### src/rtl/note_judge_if.sv
// Lane interface for note_judge_unit.
// Inputs:  i_note_start (note spawn pulse), i_btn (raw async button level).
// Outputs: o_judge (00 IDLE, 01 MISS, 10 NORMAL, 11 PERFECT), o_judge_vld (new-judgment pulse),
//          o_busy (note in flight), o_combo (consecutive non-MISS count).
// master: the lane driver / display side; slave: the judge unit.
interface note_judge_if;
  logic       i_note_start;
  logic       i_btn;
  logic [1:0] o_judge;
  logic       o_judge_vld;
  logic       o_busy;
  logic [7:0] o_combo;

  modport master (
    output i_note_start, i_btn,
    input  o_judge, o_judge_vld, o_busy, o_combo
  );

  modport slave (
    input  i_note_start, i_btn,
    output o_judge, o_judge_vld, o_busy, o_combo
  );
endinterface

### src/rtl/note_judge_unit.sv
// Timing judge for one rhythm-game lane: tracks one note from spawn, grades the
// player's press against the target arrival, holds the result for display and
// keeps a combo count.
// Ports: i_clk (rising-edge clock), i_rst_n (async active-low reset),
//        bus (note_judge_if.slave: note start/button in, judgment/busy/combo out).
module note_judge_unit #(
  parameter int unsigned TARGET      = 100,
  parameter int unsigned PERFECT_WIN = 4,
  parameter int unsigned NORMAL_WIN  = 12,
  parameter int unsigned HOLD_CYCLES = 50,
  parameter int unsigned EARLY_MISS  = 0,
  parameter int unsigned CNT_W       = 16
) (
  input  logic         i_clk,
  input  logic         i_rst_n,
  note_judge_if.slave  bus
);

  localparam int unsigned COMBO_W = 8;

  // Window bounds on cnt; PERFECT_WIN <= NORMAL_WIN < TARGET keeps the low bounds positive.
  localparam logic [CNT_W-1:0] PERF_LO  = CNT_W'(TARGET - PERFECT_WIN);
  localparam logic [CNT_W-1:0] PERF_HI  = CNT_W'(TARGET + PERFECT_WIN);
  localparam logic [CNT_W-1:0] NORM_LO  = CNT_W'(TARGET - NORMAL_WIN);
  localparam logic [CNT_W-1:0] NORM_HI  = CNT_W'(TARGET + NORMAL_WIN);
  localparam logic [CNT_W-1:0] HOLD_VAL = CNT_W'(HOLD_CYCLES);

  typedef enum logic {
    ST_IDLE   = 1'b0,
    ST_ACTIVE = 1'b1
  } state_t;

  typedef enum logic [1:0] {
    J_IDLE    = 2'b00,
    J_MISS    = 2'b01,
    J_NORMAL  = 2'b10,
    J_PERFECT = 2'b11
  } judge_t;

  state_t               state;
  logic [CNT_W-1:0]     cnt;
  logic [CNT_W-1:0]     hold;
  logic                 btn_meta;
  logic                 btn_sync;
  logic                 btn_prev;
  judge_t               judge_q;
  logic                 vld_q;
  logic                 busy_q;
  logic [COMBO_W-1:0]   combo_q;

  logic                 press;
  logic                 issue;
  judge_t               code;

  // One-cycle pulse on a synchronized rising edge of the button.
  assign press = btn_sync & ~btn_prev;

  // Judgment decode; a press outranks the timeout, and any judgment outranks the
  // forced MISS of a note displaced by a new spawn.
  always_comb begin
    issue = 1'b0;
    code  = J_MISS;
    if (state == ST_ACTIVE) begin
      if (press && (cnt >= PERF_LO) && (cnt <= PERF_HI)) begin
        issue = 1'b1;
        code  = J_PERFECT;
      end else if (press && (cnt >= NORM_LO) && (cnt <= NORM_HI)) begin
        issue = 1'b1;
        code  = J_NORMAL;
      end else if (press && (cnt < NORM_LO) && (EARLY_MISS != 0)) begin
        issue = 1'b1;
        code  = J_MISS;
      end else if (cnt == NORM_HI) begin
        issue = 1'b1;
        code  = J_MISS;
      end else if (bus.i_note_start) begin
        issue = 1'b1;
        code  = J_MISS;
      end
    end
  end

  // State, counters, synchronizer and registered outputs.
  always_ff @(posedge i_clk or negedge i_rst_n) begin
    if (!i_rst_n) begin
      state    <= ST_IDLE;
      cnt      <= '0;
      hold     <= '0;
      btn_meta <= 1'b0;
      btn_sync <= 1'b0;
      btn_prev <= 1'b0;
      judge_q  <= J_IDLE;
      vld_q    <= 1'b0;
      busy_q   <= 1'b0;
      combo_q  <= '0;
    end else begin
      btn_meta <= bus.i_btn;
      btn_sync <= btn_meta;
      btn_prev <= btn_sync;

      // A spawn always (re)starts tracking, even on the edge the old note is judged.
      if (bus.i_note_start) begin
        state  <= ST_ACTIVE;
        busy_q <= 1'b1;
        cnt    <= '0;
      end else if (issue) begin
        state  <= ST_IDLE;
        busy_q <= 1'b0;
      end else if (state == ST_ACTIVE) begin
        cnt <= cnt + CNT_W'(1);
      end

      vld_q <= issue;

      if (issue) begin
        judge_q <= code;
        hold    <= HOLD_VAL;
        if (code == J_MISS) begin
          combo_q <= '0;
        end else if (combo_q != {COMBO_W{1'b1}}) begin
          combo_q <= combo_q + COMBO_W'(1);
        end
      end else if (hold != '0) begin
        hold <= hold - CNT_W'(1);
        if (hold == CNT_W'(1)) begin
          judge_q <= J_IDLE;
        end
      end
    end
  end

  assign bus.o_judge     = judge_q;
  assign bus.o_judge_vld = vld_q;
  assign bus.o_busy      = busy_q;
  assign bus.o_combo     = combo_q;

endmodule

### src/flat_wrapper.sv
// flat-port wrapper written by rule: the top's interface ports become plain ports
module note_judge_unit_flat 
#(
  parameter int unsigned TARGET      = 100,
  parameter int unsigned PERFECT_WIN = 4,
  parameter int unsigned NORMAL_WIN  = 12,
  parameter int unsigned HOLD_CYCLES = 50,
  parameter int unsigned EARLY_MISS  = 0,
  parameter int unsigned CNT_W       = 16
)
  (i_clk, i_rst_n, bus_i_note_start, bus_i_btn, bus_o_judge, bus_o_judge_vld, bus_o_busy, bus_o_combo);
  note_judge_if bus_i ();
  input  logic i_clk;
  input  logic i_rst_n;
  input wire logic [$bits(bus_i.i_note_start)-1:0] bus_i_note_start;
  input wire logic [$bits(bus_i.i_btn)-1:0] bus_i_btn;
  output wire logic [$bits(bus_i.o_judge)-1:0] bus_o_judge;
  output wire logic [$bits(bus_i.o_judge_vld)-1:0] bus_o_judge_vld;
  output wire logic [$bits(bus_i.o_busy)-1:0] bus_o_busy;
  output wire logic [$bits(bus_i.o_combo)-1:0] bus_o_combo;
  assign bus_i.i_note_start = bus_i_note_start;
  assign bus_i.i_btn = bus_i_btn;
  assign bus_o_judge = bus_i.o_judge;
  assign bus_o_judge_vld = bus_i.o_judge_vld;
  assign bus_o_busy = bus_i.o_busy;
  assign bus_o_combo = bus_i.o_combo;
  note_judge_unit #(.TARGET(TARGET), .PERFECT_WIN(PERFECT_WIN), .NORMAL_WIN(NORMAL_WIN), .HOLD_CYCLES(HOLD_CYCLES), .EARLY_MISS(EARLY_MISS), .CNT_W(CNT_W)) u_core (.i_clk(i_clk), .i_rst_n(i_rst_n), .bus(bus_i));
endmodule
### config.mk
export PLATFORM = sky130hd
export DESIGN_NAME = note_judge_unit_flat
export DESIGN_NICKNAME = d
export VERILOG_FILES = /design/src/rtl/note_judge_if.sv /design/src/rtl/note_judge_unit.sv /design/src/flat_wrapper.sv
export SDC_FILE = /design/constraint.sdc
export NUM_CORES = 1
export LEC_CHECK = 0
export CAP_MARGIN = 15
export CORE_MARGIN = 2
export CORE_UTILIZATION = 42
export DETAILED_ROUTE_END_ITERATION = 10
export HOLD_SLACK_MARGIN = 0.1
export SYNTH_ARGS = -nofsm -noshare
export SYNTH_HDL_FRONTEND = slang
export SYNTH_SLANG_ARGS = --single-unit
### constraint.sdc
create_clock -name i_clk -period 3.2 [get_ports i_clk]
set_clock_uncertainty 0.15 [all_clocks]
set_input_delay 0.96 -clock i_clk [delete_from_list [all_inputs] [get_ports i_clk]]
set_output_delay 0.96 -clock i_clk [all_outputs]
set_load 0.01 [all_outputs]
# Word-level counts from Yosys, hierarchy flattened
# Index checks and enable logic that the tools add are counted.
# W data, S select, Z words.
[totals]
ff_bits = 47
inputBits = 4
out_inout_bits = 12
elab_cells = 56
[op_classes]
n_addsub = 3
order_cmp = 4
eq_ne = 5
n_mux = 20
bitwise = 2
reduce_logical = 13
[ops]
columns = ["cell", "count"]
rows = [
  ["$mux W16", 5],
  ["$ge A16 B7 Y1 const B", 2],
  ["$le A16 B7 Y1 const B", 2],
  ["$add A16 B1 Y16 const B", 1],
  ["$eq A16 B1 Y1 const B", 1],
  ["$eq A16 B7 Y1 const B", 1],
  ["$mux W8", 2],
  ["$reduce_bool A16 Y1", 1],
  ["$sub A16 B1 Y16 const B", 1],
  ["$mux W2", 6],
  ["$reduce_bool A2 Y1", 5],
  ["$add A8 B1 Y8 const B", 1],
  ["$ne A8 B8 Y1 const B", 1],
  ["$mux W1", 7],
  ["$reduce_and A2 Y1", 3],
  ["$logic_and A1 B1 Y1", 4],
  ["$eq A2 B1 Y1 const B", 1],
  ["$ne A2 B2 Y1 const B", 1],
  ["$and A1 B1 Y1", 1],
  ["$not A1 Y1", 1],
]

# Longest topological paths before layout
[logic_depth]
depth_word = 10
mapped_depth = 9
ltp_nobuf = 8

# Least setup slack after synthesis
# No wires, ideal clock.
[synth_timing]
path_type = "reg2reg"
start = "register u_core.hold[0]"
end = "register u_core.hold[13]"
setup_ns = 0.130
t_arrival_ns = 2.083
required_time_ns = 2.920
path_slack_ns = 0.838
stages_incl_launch_ff = 9
path_buffers = 1
period_less_slack_ns = 2.362
cell_sequence = "dfrtp_1 > inv_1 > ha_1 > or3b_1 > or4b_1 > buf_2 > o211ai_4 > or4_1 > a21oi_1"
[synth_between]
elab_chain_len = 3
word_cells_on_any_way = 5
classes_between = "add/sub: 1; mux: 2; reduce/logical: 2"
[synth_lines]
columns = ["element", "line", "source"]
rows = [
  ["start, declared", "note_judge_unit.sv:42", "logic [CNT_W-1:0] hold;"],
  ["start signal, assigned", "note_judge_unit.sv:124", "hold <= hold - CNT_W'(1);"],
  ["$sub A16 B1 Y16", "note_judge_unit.sv:124", ""],
  ["$mux W16", "note_judge_unit.sv:123", "end else if (hold != '0) begin"],
  ["$mux W16", "note_judge_unit.sv:115", "if (issue) begin"],
]
# Several ways; a longest one is shown, not always the timed one. The select of a mux whose other input is x is not followed.
# A chain may end at the register's enable or synchronous reset.

# Final worst setup path
[layout_timing]
start = "register u_core.cnt[7]"
end = "register u_core.judge_q[0], in the netlist u_core.bus.o_judge[0]"
[layout_between]
elab_chain_len = 8
word_cells_on_any_way = 20
classes_between = "order compare: 4; eq/ne: 1; mux: 8; reduce/logical: 7"
[layout_lines]
columns = ["element", "line", "source"]
rows = [
  ["start, declared", "note_judge_unit.sv:41", "logic [CNT_W-1:0] cnt;"],
  ["start signal, assigned", "note_judge_unit.sv:110", "cnt <= cnt + CNT_W'(1);"],
  ["$ge A16 B7 Y1", "note_judge_unit.sv:67", "end else if (press && (cnt >= NORM_LO) && (cnt <= NORM_HI)) begin"],
  ["$logic_and A1 B1 Y1 (2 in a row)", "note_judge_unit.sv:67", ""],
  ["$mux W1", "note_judge_unit.sv:67", ""],
  ["$mux W1", "note_judge_unit.sv:64", "if (press && (cnt >= PERF_LO) && (cnt <= PERF_HI)) begin"],
  ["$mux W1", "note_judge_unit.sv:63", "if (state == ST_ACTIVE) begin"],
  ["$reduce_bool A2 Y1 (no line)", "--", ""],
  ["$reduce_and A2 Y1 (no line)", "--", ""],
  ["end signal, assigned", "note_judge_unit.sv:116", "judge_q <= code;"],
  ["end, declared", "note_judge_unit.sv:46", "judge_t judge_q;"],
]
# Several ways; a longest one is shown, not always the timed one.

==> reports/qor.txt <==
Max-slew headroom: 63.79%
Critical path class: flip-flop to flip-flop
Critical path startpoint: u_core.cnt[7]
Clock Sinks: 47
Fmax: 371.5 MHz
Skew-Pair Late Insertion Delay: 0.29 ns
Antenna violations before repair: 0
CTS tree: done
Cts repair resizes: 0
Final min period: 2.692 ns
Worst Min Path Start: u_core.btn_meta
Rows: 28
Global route total overflow: 0
#FFs+latches synth: 47
Pin count of the biggest net entering global routing: 26
Clock-pin slew on the worst setup and hold paths: 0.09 ns
# hold bufs at CTS: 0
Switching Fraction: 24.02%
Worst-path fanout max: 17
Slew @ Worst Pin: 0.5294 ns
Worst Hold Depth: 0
Async SR Flop Fraction: 100.0%
Most common cell after layout, fill and taps aside: dfrtp_1
Status: completed
Synth Area in Adders: 2.473%
Synth Area in Compound Gates: 16.17%
Number of top-level pins: 16
Max cap viols: 0
Unrepaired setup endpoints after global routing: false
Post-synth cell types: 55
Number of remaining DRC errors: 0
Power share of the combinational group: 6.4%
# fillers: 534
Pwr/cell area: 381.1 nW/µm²
Worst min-delay path category: flip-flop to flip-flop
Synth Area in XOR/XNOR: 5.539%
Via Count: 2,038
DR iter-0 viols: 88
Net Count, Synth: 272
P&R area growth vs syn: 13.35%
# nets final: 290
EDFF count, synth: 0
First-pass GRT wire length: 9.501 mm
Sw power: 0.0002625 W
Die Ht: 81.61 µm
Vias in the first global route: 2,018
Worst Path Required: 3.27 ns
CP arrival: 2.77 ns
Setup_tns: 0 ns
CTS H-tree depth: 2
Total GRT Usage: 18.11%
R2R setup slack: 0.51 ns
IO Port Bufs: 15
Design area: 2868 µm²
Post-DP HPWL: 3.836 mm
Per-cell routed wire length: 14.81 µm
Synth Cell Area: 2530 µm²
Syn Area/Cell: 9.619 µm²
Final ANT Viol Nets: 0
Longest Clk Path Bufs: 2
Placed Area: 2764 µm²
CTS buffer count: 5
Final Hold Fails: 0
Peak supply drop: 0.2238 mV
Final period util: 84.11%
Number of diodes: 0
Via density: 5.709
Final slew viol count: 0
Internal: 0.0008305 W
Layout cells sized above 1: 7.801%
Final setup viols: 0
Clock share of power: 36.5%
Die width: 81.61 µm
Leak pwr: 1.163 nW
Sequential power share: 57.1%
FF-to-FF path depth: 6
Drt pass-1 iters: 5
Post-Synth Simple-Gate Area: 24.83%
Largest family of logic cells by synthesized area: simple AND/OR/NAND/NOR gates
Synth Instances: 263
Reg2Reg Launch Point: u_core.cnt[7]
Die area: 6660 µm²
Root buf cell: clkbuf_8
Seq/Total Area, Yosys: 46.49%
Top_reg_cell synth: dfrtp_1
Mux share of post-synthesis cell area: 1.187%
Most frequent cells in the layout: dfrtp_1 (47), nor2_1 (23), a21oi_1 (19), or3_1 (15), clkdlybuf4s50_1 (14)
Post-CTS Setup Inserts: 0
Core ar.: 5886 µm²
Startpoint Class: flip-flop
Initial Util: 42.98%
Final GP Congestion: 0.7744
Setup crit end kind: flip-flop
DRT Wirelength: 5.288 mm
Synth warn: 0
-- area by class of cell --
cell class	count	area, µm²	share of cell area, %
clock buffers	7	96.34	3.360
clock inverters	1	7.507	0.2618
inverters	13	48.80	1.702
multi-input cells	195	1270	44.28
flip-flops and latches	47	1176	41.01
well taps	75	93.84	3.272
repair buffers	19	175.2	6.108
-- worst max-delay path: stages, from the launching register on --
cell,delay (ns)
dfrtp_1,0.43
nor4_1,0.51
and3_1,0.35
o21a_1,0.47
o21ai_2,0.19
inv_2,0.29
mux2i_1,0.22
-- cells in the mapped netlist (all sizes together) (4+ instances only) --
cell type	n	share of area [%]
ha	5	2.5
buf	4	0.79
or3	15	3.7
o211ai	4	1.7
inv	13	1.9
a21oi	19	3.8
dfrtp	47	46
and3	4	0.99
o31ai	5	1.5
nor2	24	3.7
xnor2	10	3.5
nand2	9	1.3
nand4	9	2.2
nor3	9	2.0
nor4	5	1.5
o21ai	17	3.5
xor2	6	2.1
and4	4	1.4
nand3	10	2.0
clkbuf	4	0.59
-- flip-flops by register name, summed over array words and instances (netlist names) --
register	flops
u_core.btn_meta	1
u_core.btn_prev	1
u_core.btn_sync	1
u_core.bus.o_combo	8
u_core.bus.o_judge	2
u_core.bus.o_judge_vld	1
u_core.cnt	16
u_core.hold	16
u_core.state	1
-- worst paths after layout --
path,to
max,u_core.bus.o_judge[0]
min,u_core.btn_sync
max reg2reg,u_core.bus.o_judge[0]
min reg2reg,u_core.btn_sync
max in group asynchronous,u_core.bus.o_combo[7]
min in group asynchronous,u_core.hold[3]
-- logic make-up (layout without fill, tap and decap cells) --
| family | Yosys count | after routing |
|---|---|---|
| XOR/XNOR | 16 | 16 |
| AO/OA/AOI/OAI | 63 | 63 |
| multiplexers | 3 | 3 |
| flip-flops | 47 | 47 |
| buffers and inverters | 21 | 40 |
| adder cells (fa/ha/maj) | 5 | 5 |
| AND/OR/NAND/NOR | 108 | 108 |
-- layer usage --
metal | up-vias | track usage (%) | wire length (µm)
met1 | 988 | 24.51 | 2511
met5 | - | 0 | 0
met2 | 30 | 29.92 | 2602
li1 | 1015 | - | -
met4 | 0 | 5.333 | 46
met3 | 5 | 2.967 | 127
-- power groups by stage --
stage | clock, W | combinational, W | sequential [W]
2_1_floorplan | 0 | 0.0000415 | 0.000632
3_3_place_gp | 0 | 0.0000703 | 0.000635
3_5_place_dp | 0 | 0.0000718 | 0.000636
4_1_cts | 0.000418 | 0.0000718 | 0.000624
5_1_grt | 0.000437 | 0.0000816 | 0.000627
6_report | 0.000399 | 0.0000697 | 0.000624
-- per-stage QoR --
| step | total power, W | util, % | instances | hold slack [ns] | setup slack (ns) |
|---|---|---|---|---|---|
| after floorplan | 0.0006730 | - | 263 | 0.1812 | 0.8378 |
| after global placement | 0.0007055 | 46.96 | 349 | 0.1833 | 0.5428 |
| after detailed placement | 0.0007077 | 46.96 | 349 | 0.1855 | 0.5270 |
| after CTS | 0.001114 | 48.72 | 357 | 0.2062 | 0.4797 |
| after global routing | 0.001145 | 48.72 | 357 | 0.2230 | 0.2090 |
| final | 0.001093 | 48.72 | 357 | 0.2031 | 0.5085 |
Note: power is estimated with default switching activity, not from simulation.
